`config.mk`:
```
export PLATFORM = sky130hd
export DESIGN_NAME = multicycle_ctrl
export DESIGN_NICKNAME = d
export VERILOG_FILES = /design/src/rtl/multicycle_ctrl_pkg.sv /design/src/rtl/main_decoder.sv /design/src/rtl/multicycle_ctrl.sv
export SDC_FILE = /design/constraint.sdc
export NUM_CORES = 1
export LEC_CHECK = 0
export ABC_CLOCK_PERIOD_IN_PS = 2500
export CORE_MARGIN = 3
export CORE_UTILIZATION = 42
export DETAILED_ROUTE_END_ITERATION = 7
export GPL_TIMING_DRIVEN = 1
export PLACE_DENSITY_LB_ADDON = 0.25
export SYNTH_ARGS = -nofsm -noshare
export SYNTH_HDL_FRONTEND = slang
export SYNTH_SLANG_ARGS = --single-unit
```
`constraint.sdc`:
```
create_clock -name clk -period 2.5 [get_ports clk]
set_input_delay 0.5 -clock clk [delete_from_list [all_inputs] [get_ports clk]]
set_output_delay 0.5 -clock clk [all_outputs]
set_load 0.05 [all_outputs]
```
`src/rtl/multicycle_ctrl_pkg.sv`:
```
// Shared constants for the multicycle controller: state codes, datapath select
// encodings, instruction-class enum and the opcode/funct values it decodes.
package multicycle_ctrl_pkg;

    typedef enum logic [2:0] {
        S_FETCH  = 3'd0,
        S_DECODE = 3'd1,
        S_EXEC   = 3'd2,
        S_MEM    = 3'd3,
        S_WB     = 3'd4
    } state_t;

    typedef enum logic [2:0] {
        CLS_NOP = 3'd0,
        CLS_ALU = 3'd1,
        CLS_LW  = 3'd2,
        CLS_SW  = 3'd3,
        CLS_BEQ = 3'd4,
        CLS_JR  = 3'd5,
        CLS_JAL = 3'd6
    } cls_t;

    localparam logic [1:0] RD_RT = 2'd0;
    localparam logic [1:0] RD_RD = 2'd1;
    localparam logic [1:0] RD_RA = 2'd2;

    localparam logic [1:0] RS_ALU = 2'd0;
    localparam logic [1:0] RS_MEM = 2'd1;
    localparam logic [1:0] RS_PC4 = 2'd2;

    localparam logic [2:0] NPC_PC4    = 3'd0;
    localparam logic [2:0] NPC_BRANCH = 3'd1;
    localparam logic [2:0] NPC_JUMP   = 3'd2;
    localparam logic [2:0] NPC_JR     = 3'd3;

    localparam logic [2:0] ALU_ADD = 3'd0;
    localparam logic [2:0] ALU_SUB = 3'd1;
    localparam logic [2:0] ALU_OR  = 3'd2;
    localparam logic [2:0] ALU_LUI = 3'd3;

    localparam logic [5:0] OPC_RTYPE = 6'h00;
    localparam logic [5:0] OPC_JAL   = 6'h03;
    localparam logic [5:0] OPC_BEQ   = 6'h04;
    localparam logic [5:0] OPC_ORI   = 6'h0D;
    localparam logic [5:0] OPC_LUI   = 6'h0F;
    localparam logic [5:0] OPC_LW    = 6'h23;
    localparam logic [5:0] OPC_SW    = 6'h2B;

    localparam logic [5:0] FN_JR  = 6'h08;
    localparam logic [5:0] FN_ADD = 6'h20;
    localparam logic [5:0] FN_SUB = 6'h22;

endpackage

```
`src/rtl/main_decoder.sv`:
```
// Combinational op decode: maps opcode/funct to the single-cycle select values
// and the instruction class that steers the multicycle FSM.
module main_decoder
    import multicycle_ctrl_pkg::*;
(
    input  logic [5:0] opcode,
    input  logic [5:0] funct,
    output cls_t       cls,
    output logic [1:0] reg_dst,
    output logic       alu_src,
    output logic [1:0] reg_src,
    output logic       ext_op,
    output logic [2:0] alu_ctrl
);

    always_comb begin
        cls      = CLS_NOP;
        reg_dst  = RD_RT;
        alu_src  = 1'b0;
        reg_src  = RS_ALU;
        ext_op   = 1'b0;
        alu_ctrl = ALU_ADD;
        case (opcode)
            OPC_RTYPE: begin
                case (funct)
                    FN_ADD: begin cls = CLS_ALU; reg_dst = RD_RD; end
                    FN_SUB: begin cls = CLS_ALU; reg_dst = RD_RD; alu_ctrl = ALU_SUB; end
                    FN_JR:  cls = CLS_JR;
                    default: cls = CLS_NOP;
                endcase
            end
            OPC_ORI: begin cls = CLS_ALU; alu_src = 1'b1; alu_ctrl = ALU_OR; end
            OPC_LUI: begin cls = CLS_ALU; alu_src = 1'b1; alu_ctrl = ALU_LUI; end
            OPC_LW: begin
                cls     = CLS_LW;
                alu_src = 1'b1;
                reg_src = RS_MEM;
                ext_op  = 1'b1;
            end
            OPC_SW:  begin cls = CLS_SW; alu_src = 1'b1; ext_op = 1'b1; end
            OPC_BEQ: begin cls = CLS_BEQ; ext_op = 1'b1; alu_ctrl = ALU_SUB; end
            OPC_JAL: begin cls = CLS_JAL; reg_dst = RD_RA; reg_src = RS_PC4; end
            default: cls = CLS_NOP;
        endcase
    end

endmodule

```
`src/rtl/multicycle_ctrl.sv`:
```
// Multicycle MIPS-subset control unit: FETCH/DECODE/EXEC/MEM/WB sequencing,
// write strobes, memory handshake and a retired-instruction counter.
module multicycle_ctrl
    import multicycle_ctrl_pkg::*;
#(
    parameter int RET_W = 32
) (
    input  logic             clk,
    input  logic             reset,
    input  logic [5:0]       opcode,
    input  logic [5:0]       funct,
    input  logic             zero,
    input  logic             mem_ack,
    output logic             IRWrite,
    output logic             PCWrite,
    output logic             RegWrite,
    output logic             MemWrite,
    output logic             mem_req,
    output logic [1:0]       RegDst,
    output logic             ALUSrc,
    output logic [1:0]       RegSrc,
    output logic [2:0]       nPC_Sel,
    output logic             ExtOp,
    output logic [2:0]       ALUCtrl,
    output logic [2:0]       state,
    output logic [RET_W-1:0] instr_retired
);

    state_t           state_q, state_d;
    logic [RET_W-1:0] ret_q;

    cls_t       dec_cls;
    logic [1:0] dec_reg_dst;
    logic       dec_alu_src;
    logic [1:0] dec_reg_src;
    logic       dec_ext_op;
    logic [2:0] dec_alu_ctrl;

    main_decoder u_dec (
        .opcode   (opcode),
        .funct    (funct),
        .cls      (dec_cls),
        .reg_dst  (dec_reg_dst),
        .alu_src  (dec_alu_src),
        .reg_src  (dec_reg_src),
        .ext_op   (dec_ext_op),
        .alu_ctrl (dec_alu_ctrl)
    );

    always_ff @(posedge clk or posedge reset) begin
        if (reset) begin
            state_q <= S_FETCH;
            ret_q   <= '0;
        end else begin
            state_q <= state_d;
            if (PCWrite) begin
                ret_q <= ret_q + RET_W'(1);
            end
        end
    end

    // Outputs are Mealy on zero/mem_ack and forced to defaults while reset is
    // high, so an abort inside MEM removes MemWrite within the same cycle.
    always_comb begin
        state_d  = state_q;
        IRWrite  = 1'b0;
        PCWrite  = 1'b0;
        RegWrite = 1'b0;
        MemWrite = 1'b0;
        mem_req  = 1'b0;
        RegDst   = RD_RT;
        ALUSrc   = 1'b0;
        RegSrc   = RS_ALU;
        nPC_Sel  = NPC_PC4;
        ExtOp    = 1'b0;
        ALUCtrl  = ALU_ADD;
        if (!reset) begin
            if (state_q == S_EXEC || state_q == S_MEM || state_q == S_WB) begin
                RegDst  = dec_reg_dst;
                ALUSrc  = dec_alu_src;
                RegSrc  = dec_reg_src;
                ExtOp   = dec_ext_op;
                ALUCtrl = dec_alu_ctrl;
            end
            case (state_q)
                S_FETCH: begin
                    IRWrite = 1'b1;
                    state_d = S_DECODE;
                end
                S_DECODE: begin
                    case (dec_cls)
                        CLS_JAL: state_d = S_WB;
                        CLS_NOP: begin PCWrite = 1'b1; state_d = S_FETCH; end
                        default: state_d = S_EXEC;
                    endcase
                end
                S_EXEC: begin
                    case (dec_cls)
                        CLS_ALU:        state_d = S_WB;
                        CLS_LW, CLS_SW: state_d = S_MEM;
                        CLS_BEQ: begin
                            PCWrite = 1'b1;
                            nPC_Sel = zero ? NPC_BRANCH : NPC_PC4;
                            state_d = S_FETCH;
                        end
                        CLS_JR: begin
                            PCWrite = 1'b1;
                            nPC_Sel = NPC_JR;
                            state_d = S_FETCH;
                        end
                        default: state_d = S_FETCH;
                    endcase
                end
                S_MEM: begin
                    mem_req  = 1'b1;
                    MemWrite = (dec_cls == CLS_SW);
                    if (mem_ack) begin
                        if (dec_cls == CLS_LW) begin
                            state_d = S_WB;
                        end else begin
                            PCWrite = 1'b1;
                            state_d = S_FETCH;
                        end
                    end
                end
                S_WB: begin
                    RegWrite = 1'b1;
                    PCWrite  = 1'b1;
                    nPC_Sel  = (dec_cls == CLS_JAL) ? NPC_JUMP : NPC_PC4;
                    state_d  = S_FETCH;
                end
                default: state_d = S_FETCH;
            endcase
        end
    end

    assign state         = state_q;
    assign instr_retired = ret_q;

endmodule

```
==> results.yml, run 1 <==
clock_tree:
  clock_sinks: 35
  cts_buffers: 5
  clk_pin_slew_ns: 0.07
  insertion_delay_ns: 0.29
  cts_root_buffer: "clkbuf_8"
  clockBufferDepth: 2
  h-tree-depth: 2
  cts_tree: "built"
final_layout:
  drive_gt1_frac: 0.432
  final_cells: 428
  stdcell_area_um2: 4050
  diodes: 0
  area_growth_pct: 86.3
  fillCellCount: 256
  num-nets-final: 377
  fin_util: 0.835
placed_design:
  routabilityCongestion: 0.888
  dp_slack_ns: -0.727
  port-buffer-count: 65
  place_area_um2: 3430
  hpwl_um: 4660
  placed_cells: 399
power_and_ir_drop:
  p_per_area_nw_per_um2: 456
  vdd_ir_drop_max_uv: 446
  total_power_mw: 1.85
  p_leak_nw: 1.78
synthesis:
  synth_seq_cells: 35
  ys_async_sr_fraction: 1.00
  synth_seq_area_share: 0.403
  yosysWarnings: 0
  synth.top_cell.area_share: 0.403
  synth_area_leaders: "dfrtp_1, xor2_1, xnor2_1"
  synth_top_cell_by_area: "dfrtp_1"
  ys_types: 49
  synth_area_um2: 2170
  syn_avg_cell_area_um2: 9.24
  synth-edff-count: 0
  synth_cells: 235
  ys.flop_type: "dfrtp_1"
routing:
  avgRoutedWirePerCell_um: 20.2
  postRouteAntennaNets: 0
  routed_wl_um: 8660
  vias: 2521
  route.detailed.drc: 0
  dr.pass1.iters: 5
  drtIter0Drc: 237
  viasPerCell: 5.89
hold_path:
  min_from: "instr_retired[5]$_DFFE_PP0P_"
  min_to: "instr_retired[5]$_DFFE_PP0P_"
  hold_path_depth: 1
  min_path_type: "reg -> reg"
sta:
  period_share: 1.16
  worstMarginPinSlew_ns: 0.505
  slew_violations: 0
  setup_tns_ns: -5.47
  finalSetupViolations: 27
  maxSlewHeadroom: 0.662
  skew_ns: 0.0147
  timing.final.ws_setup_ns: -0.408
  hold_slack_ns: 0.492
  rsz0062_at_grt: "true"
  fin_crit_ns: 2.91
  fmax_ghz: 0.344
  hold_viol: 0
floorplan:
  fp.dieW_um: 77.9
  num_rows: 25
  io_pins: 68
  coreArea_um2: 4850
  die_h_um: 77.9
  start_util: 0.448
  dieArea_um2: 6070
status:
  status: "complete, but fails checks"
  violations: "setup timing"
critical_path:
  critPathLaunchType: "input pin"
  r2r-end: "instr_retired[14]$_DFFE_PP0P_"
  path_max_fanout: 3
  reg2reg_depth: 12
  cp.arrival_ns: 2.41
  r2r_slack_ns: -0.12
  r2r-start: "state[2]$_DFFE_PP0P_"
  crit_required_ns: 2.00
  critPathKind: "in -> out"
  endpoint_kind: "output pin"
grt:
  grt_max_degree: 22
  grt_pass1_vias: 2375
  grt_remaining_overflow: 0
  grt_pass1_wl_um: 12000
  grt_usage: 0.245
  antenna_found_initial: 0
job:
  maxCapViolCount: 0
[synthesized netlist by cell type (2+ instances only)]
master,n
dfrtp_1,35
nand2_1,18
nor2_1,18
xor2_1,18
nand3_1,17
nor4_1,13
xnor2_1,13
nor3_1,11
and3_1,8
inv_1,7
or3_1,7
a21oi_1,6
nand4_1,5
o21ai_0,5
nand2b_1,4
and2_1,3
clkbuf_1,3
nor3_2,3
nor3b_1,3
a211oi_1,2
a21o_1,2
buf_4,2
nor4_2,2
o21ai_4,2
o31ai_1,2
or2_2,2
or4_4,2
[sequential cells by signal (all words and copies together) (netlist names)]
register and count:
state 3, instr_retired 32
[metal layers]
| layer | global-route usage | wire length [um] |
|---|---|---|
| met5 | 0 | 0 |
| met1 | 0.327 | 3430 |
| met4 | 0.0664 | 307 |
| met2 | 0.408 | 4230 |
| met3 | 0.0452 | 692 |
[layout by cell type, fill, tap and decap left out, types with 12 or more instances in the layout]
| master | synthesis | final |
|---|---|---|
| nand3_1 | 17 | 14 |
| buf_12 | 0 | 17 |
| dfrtp_1 | 35 | 33 |
| buf_6 | 1 | 12 |
| clkdlybuf4s50_1 | 0 | 38 |
| xnor2_1 | 13 | 13 |
| nand2_1 | 18 | 17 |
| buf_4 | 2 | 45 |
| xor2_1 | 18 | 18 |
[cell type report]
type | instances | area [um2] | area share
well taps | 67 | 83.8 | 0.0207
clock buffers | 7 | 76.3 | 0.0189
multi-input cells | 186 | 1640 | 0.404
repair buffers | 125 | 1340 | 0.331
inverters | 7 | 30.0 | 0.00742
clock inverters | 1 | 5.00 | 0.00124
flip-flops and latches | 35 | 878 | 0.217
[what timing repair did]
item | 4_1_cts | 5_1_grt
hold buffers | 0 | 0
endpoints found under the setup margin | 43 | 40
gates resized for setup | 46 | 54
buffers inserted | 10 | 13
gates cloned | 0 | 1
pin swaps | 21 | 35
[report_power, final]
| part | internal [mW] | total, mW | switching, mW |
|---|---|---|---|
| logic | 0.303 | 0.761 | 0.458 |
| registers | 0.611 | 0.679 | 0.0677 |
| clock network | 0.196 | 0.406 | 0.210 |
| total | 1.11 | 1.85 | 0.736 |
[critical path, stage by stage]
cell and delay, ns:
clkdlybuf4s15_1 0.22, or3_4 0.39, or4_4 0.53, o21a_4 0.24
o22a_1 0.24, nor2_4 0.14, buf_12 0.14
[kinds of logic after synthesis]
group | share of synthesized area
mux | 0.00691
simple gates | 0.321
compound gates | 0.103
buf+inv | 0.0334
fa+ha+maj | 0.00576
flops | 0.403
xor+xnor | 0.125
other cells | 0.00173
[worst max path at each step]
stage,slack (ns),depth (start not counted),startpoint,endpoint
after floorplan,-0.34,4,opcode[1],MemWrite
after global placement,-0.68,7,opcode[1],nPC_Sel[1]
after detailed placement,-0.73,7,opcode[1],nPC_Sel[1]
after CTS,-0.38,7,funct[4],nPC_Sel[1]
after global routing,-0.43,7,opcode[4],nPC_Sel[1]
final,-0.41,7,opcode[4],nPC_Sel[1]
Power figures use the tool's default switching activity.
==> run 2, diff against run 1 <==
Settings changed: PLACE_DENSITY from default to 0.76, PLACE_DENSITY_LB_ADDON 0.25 to default.
==> results.yml, run 2 (synthesis gave the netlist of run 1 again) <==
critical_path:
  setup.worst_path.start: "funct[4]"
  critPathCapture: "PCWrite"
  crit_top_cell: "buf_6"
  slowest_delay_ns: 0.54
  r2r-start: "state[2]$_DFFE_PP0P_"
  critPathLaunchType: "input pin"
  path_max_fanout: 4
  reg2reg_depth: 13
  path_cells: "buf_6 -> or4_4 -> buf_6 -> nor3_4 -> o211ai_1 -> a31oi_4 -> o21ai_4 -> nor2_4 -> buf_12"
  r2r_slack_ns: -0.22
  critPathKind: "in -> out"
  cp.arrival_ns: 2.43
  endpoint_kind: "output pin"
  crit_slowest_cell: "or4_4"
  crit_required_ns: 2.00
  r2r-end: "instr_retired[20]$_DFFE_PP0P_"
final_layout:
  final_cell_mix: "buf_4, clkdlybuf4s50_1, dfrtp_1, xor2_1, buf_6"
  drive_gt1_frac: 0.477
  stdcell_area_um2: 4160
  num-nets-final: 383
  fin_util: 0.857
  layout_commonest_cell: "buf_4"
  largest_reg_flops: 32
  diodes: 0
  final_cells: 434
  fillCellCount: 216
  area_growth_pct: 91.4
sta:
  timing.final.ws_setup_ns: -0.426
  fin_crit_ns: 2.93
  rsz0062_at_grt: "true"
  hold_viol: 0
  slew_violations: 0
  finalSetupViolations: 27
  fmax_ghz: 0.342
  worstMarginPinSlew_ns: 0.624
  maxSlewHeadroom: 0.582
  skew_ns: 0.00421
  period_share: 1.17
clock_tree:
  clock_sinks: 35
  h-tree-depth: 2
  cts-hold-fix-buffers: 0
  cts_tree: "built"
  cts_root_buffer: "clkbuf_8"
  cts_buffers: 5
  clockBufferDepth: 2
  clk_pin_slew_ns: 0.07
  insertion_delay_ns: 0.29
placed_design:
  hpwl_um: 4870
  place_area_um2: 3430
  port-buffer-count: 65
  routabilityCongestion: 0.842
  placed_cells: 400
floorplan:
  fp.dieW_um: 77.9
  start_util: 0.448
  io_pins: 68
  die_h_um: 77.9
  coreArea_um2: 4850
  dieArea_um2: 6070
  num_rows: 25
job:
  maxCapViolCount: 0
routing:
  viasPerCell: 5.91
  route.detailed.drc: 0
  routed_wl_um: 9300
  postRouteAntennaNets: 0
  dr.pass1.iters: 5
  avgRoutedWirePerCell_um: 21.4
  drtIter0Drc: 240
  vias: 2565
power_and_ir_drop:
  vdd_ir_drop_max_uv: 555
  p_per_area_nw_per_um2: 456
  p_leak_nw: 1.82
  total_power_mw: 1.89
grt:
  grt_max_degree: 27
  grt_remaining_overflow: 0
  antenna_found_initial: 0
  grt_pass1_vias: 2455
  grt_pass1_wl_um: 12000
  grt_usage: 0.244
status:
  status: "complete, but fails checks"
  violations: "setup timing"
hold_path:
  min_path_type: "reg -> reg"
-- run 2: cell count changes in the layout (fill, tap and decap cells not counted), sizes merged --
cell,delta
buf,+7
clkdlybuf4s15,-1
dlymetal6s2s,+1
clkbuf,+1
dlygate4sd2,-2
-- run 2: what timing repair did --
action,in CTS,in global routing
gates resized for setup,54,67
endpoints found under the setup margin,43,40
gates cloned,0,1
pin swaps,29,44
buffers inserted,11,21
-- run 2: worst min path at each step --
| stage | to | from | depth (start not counted) |
|---|---|---|---|
| 2_1_floorplan | instr_retired[0]$_DFFE_PP0P_ | reset | 1 |
| 3_3_place_gp | instr_retired[4]$_DFFE_PP0P_ | instr_retired[4]$_DFFE_PP0P_ | 1 |
| 3_5_place_dp | instr_retired[4]$_DFFE_PP0P_ | instr_retired[4]$_DFFE_PP0P_ | 1 |
| 4_1_cts | instr_retired[4]$_DFFE_PP0P_ | instr_retired[4]$_DFFE_PP0P_ | 1 |
| 5_1_grt | instr_retired[5]$_DFFE_PP0P_ | instr_retired[5]$_DFFE_PP0P_ | 1 |
| 6_report | instr_retired[4]$_DFFE_PP0P_ | instr_retired[4]$_DFFE_PP0P_ | 1 |
-- run 2: cell type report --
cell class	count	area, um2	area share
Multi-Input combinational cell	186	1720	0.414
Timing Repair Buffer	131	1360	0.327
Sequential cell	35	880	0.212
Tap cell	67	83.8	0.0202
Clock buffer	7	76.3	0.0184
Inverter	7	30.0	0.00722
Clock inverter	1	5.00	0.00120
-- run 2: worst max-delay path: cells and delay by family --
family          cells  cell delay (ns)
buf+inv             3             0.38
compound gates      3             0.69
simple gates        3             0.84
-- run 2: power by group --
part	total [mW]	internal (mW)	switching (mW)
logic	0.803	0.323	0.480
registers	0.682	0.611	0.0710
clock network	0.409	0.196	0.213
total	1.89	1.13	0.764
-- run 2: per-stage QoR --
stage / worst slack [ns] / hold slack, ns / setup TNS, ns
4_1_cts: -0.390 / 0.494 / -2.34
6_report: -0.426 / 0.489 / -6.78
3_5_place_dp: -0.714 / 0.485 / -20.41
5_1_grt: -0.449 / 0.523 / -8.37
3_3_place_gp: -0.672 / 0.473 / -18.26
2_1_floorplan: -0.336 / 0.463 / -1.30
-- run 2: layer usage --
layer  up-vias  routed length, um  GRT usage
li1       1100                  -          -
met1      1305               3720      0.332
met2       124               4660      0.397
met3        36                610     0.0452
met4         0                298     0.0734
met5         -                  0          0
==> run 3, diff against run 2 <==
Settings changed: CTS_BUF_LIST from default to sky130_fd_sc_hd__clkbuf_16.
==> results.yml, run 3 (synthesis gave the netlist of run 1 again) <==
status:
  status: "complete, but fails checks"
  violations: "setup timing"
floorplan:
  coreArea_um2: 4850
  io_pins: 68
  die_h_um: 77.9
  start_util: 0.448
  fp.dieW_um: 77.9
  num_rows: 25
  dieArea_um2: 6070
hold_path:
  hold_path_depth: 1
  min_to: "instr_retired[4]$_DFFE_PP0P_"
  min_path_type: "reg -> reg"
  min_from: "instr_retired[4]$_DFFE_PP0P_"
routing:
  avgRoutedWirePerCell_um: 21.9
  postRouteAntennaNets: 0
  route.detailed.drc: 0
  vias: 2563
  drtIter0Drc: 160
  routed_wl_um: 9280
  dr.pass1.iters: 5
  viasPerCell: 6.04
sta:
  slew_violations: 0
  hold_slack_ns: 0.494
  rsz0062_at_grt: "true"
  finalSetupViolations: 25
  fmax_ghz: 0.352
  setup_tns_ns: -4.41
  worstMarginPinSlew_ns: 0.523
  hold_viol: 0
  timing.final.ws_setup_ns: -0.344
  period_share: 1.14
  maxSlewHeadroom: 0.650
  skew_ns: 0.00949
  fin_crit_ns: 2.84
placed_design:
  hpwl_um: 4870
  placed_cells: 400
  routabilityCongestion: 0.842
  port-buffer-count: 65
clock_tree:
  clockBufferDepth: 2
  cts_buffers: 5
  cts_tree: "built"
  clk_pin_slew_ns: 0.06
  insertion_delay_ns: 0.29
  clock_sinks: 35
  cts_root_buffer: "clkbuf_16"
  h-tree-depth: 2
critical_path:
  reg2reg_depth: 12
  critPathKind: "in -> out"
  r2r_slack_ns: -0.12
  r2r-start: "state[2]$_DFFE_PP0P_"
  crit_top_cell: "or4_4"
  cp.arrival_ns: 2.34
  crit_required_ns: 2.00
  path_cells: "buf_6 -> or4_4 -> or4_4 -> o21a_4 -> o22a_1 -> nor2_4 -> buf_12"
  crit_slowest_cell: "or4_4"
  critPathLaunchType: "input pin"
  r2r-end: "instr_retired[28]$_DFFE_PP0P_"
  endpoint_kind: "output pin"
  path_max_fanout: 3
  slowest_delay_ns: 0.53
grt:
  gr-max-usage-layer: "met2"
  grt_pass1_vias: 2508
  grt_remaining_overflow: 0
  grt_usage: 0.274
  grt_pass1_wl_um: 13200
  antenna_found_initial: 0
  grtUsageMet1: 0.359
  gr-usage-met2: 0.448
  gr-usage-met3: 0.0615
  grt_max_degree: 27
job:
  maxCapViolCount: 0
power_and_ir_drop:
  total_power_mw: 2.04
  p_per_area_nw_per_um2: 501
  vdd_ir_drop_max_uv: 478
  p_leak_nw: 1.81
final_layout:
  fin_util: 0.840
  area_growth_pct: 87.5
  num-nets-final: 373
  drive_gt1_frac: 0.451
  final_cell_mix: "buf_4, clkdlybuf4s50_1, dfrtp_1, xor2_1"
  final_cells: 424
  largest_reg_flops: 32
  diodes: 0
  layout_commonest_cell: "buf_4"
## run 3: cell count changes in the layout (fill, tap and decap cells not counted), moves of 4 or more
cell / before / now
buf_4: 49 / 43
clkbuf_16: 1 / 6
clkbuf_8: 5 / 0
buf_6: 17 / 13
nand3_2: 3 / 7
## run 3: worst max path at each step
stage	start	endpoint	slack, ns	cells past startpoint
3_3_place_gp	opcode[1]	nPC_Sel[1]	-0.67	7
5_1_grt	funct[4]	PCWrite	-0.41	9
2_1_floorplan	opcode[1]	MemWrite	-0.34	4
4_1_cts	funct[4]	nPC_Sel[1]	-0.39	7
6_report	funct[4]	nPC_Sel[1]	-0.34	7
3_5_place_dp	opcode[1]	nPC_Sel[1]	-0.71	7
## run 3: report_power, final
| group | switching (mW) | leakage, nW | internal [mW] |
|---|---|---|---|
| sequential | 0.0774 | 0.455 | 0.612 |
| clock | 0.245 | 0.0762 | 0.360 |
| combinational | 0.460 | 1.28 | 0.288 |
## run 3: repair_timing
item                                    CTS  global route
hold buffers                              0             0
pin swaps                                37            26
gates resized for setup                  69            42
setup buffers                            12             7
gates cloned                              1             0
endpoints found under the setup margin   43            42
## run 3: area by class of cell
cell class	instances	area [um2]
Clock buffer	5	125
Clock inverter	3	12.5
Fill cell	239	776
Inverter	7	30.0
Multi-Input combinational cell	186	1680
Sequential cell	35	878
Tap cell	67	83.8
Timing Repair Buffer	121	1260
## run 3: layer usage
| metal | wire (um) | share of wire |
|---|---|---|
| met5 | 0 | 0 |
| met1 | 3620 | 0.39 |
| met3 | 619 | 0.067 |
| met4 | 421 | 0.045 |
| met2 | 4620 | 0.50 |
## run 3: per-stage QoR
| stage | cell area [um2] | worst slack [ns] |
|---|---|---|
| 6_report | 4070 | -0.344 |
| 3_5_place_dp | 3430 | -0.714 |
| 3_3_place_gp | 3430 | -0.672 |
| 4_1_cts | 3910 | -0.390 |
| 5_1_grt | 4070 | -0.410 |
| 2_1_floorplan | 2290 | -0.336 |
## run 3: worst max-delay path: cells and delay by family
kind,cells,cell delay [ns]
compound gates,2,0.46
buf+inv,2,0.23
simple gates,3,1.14
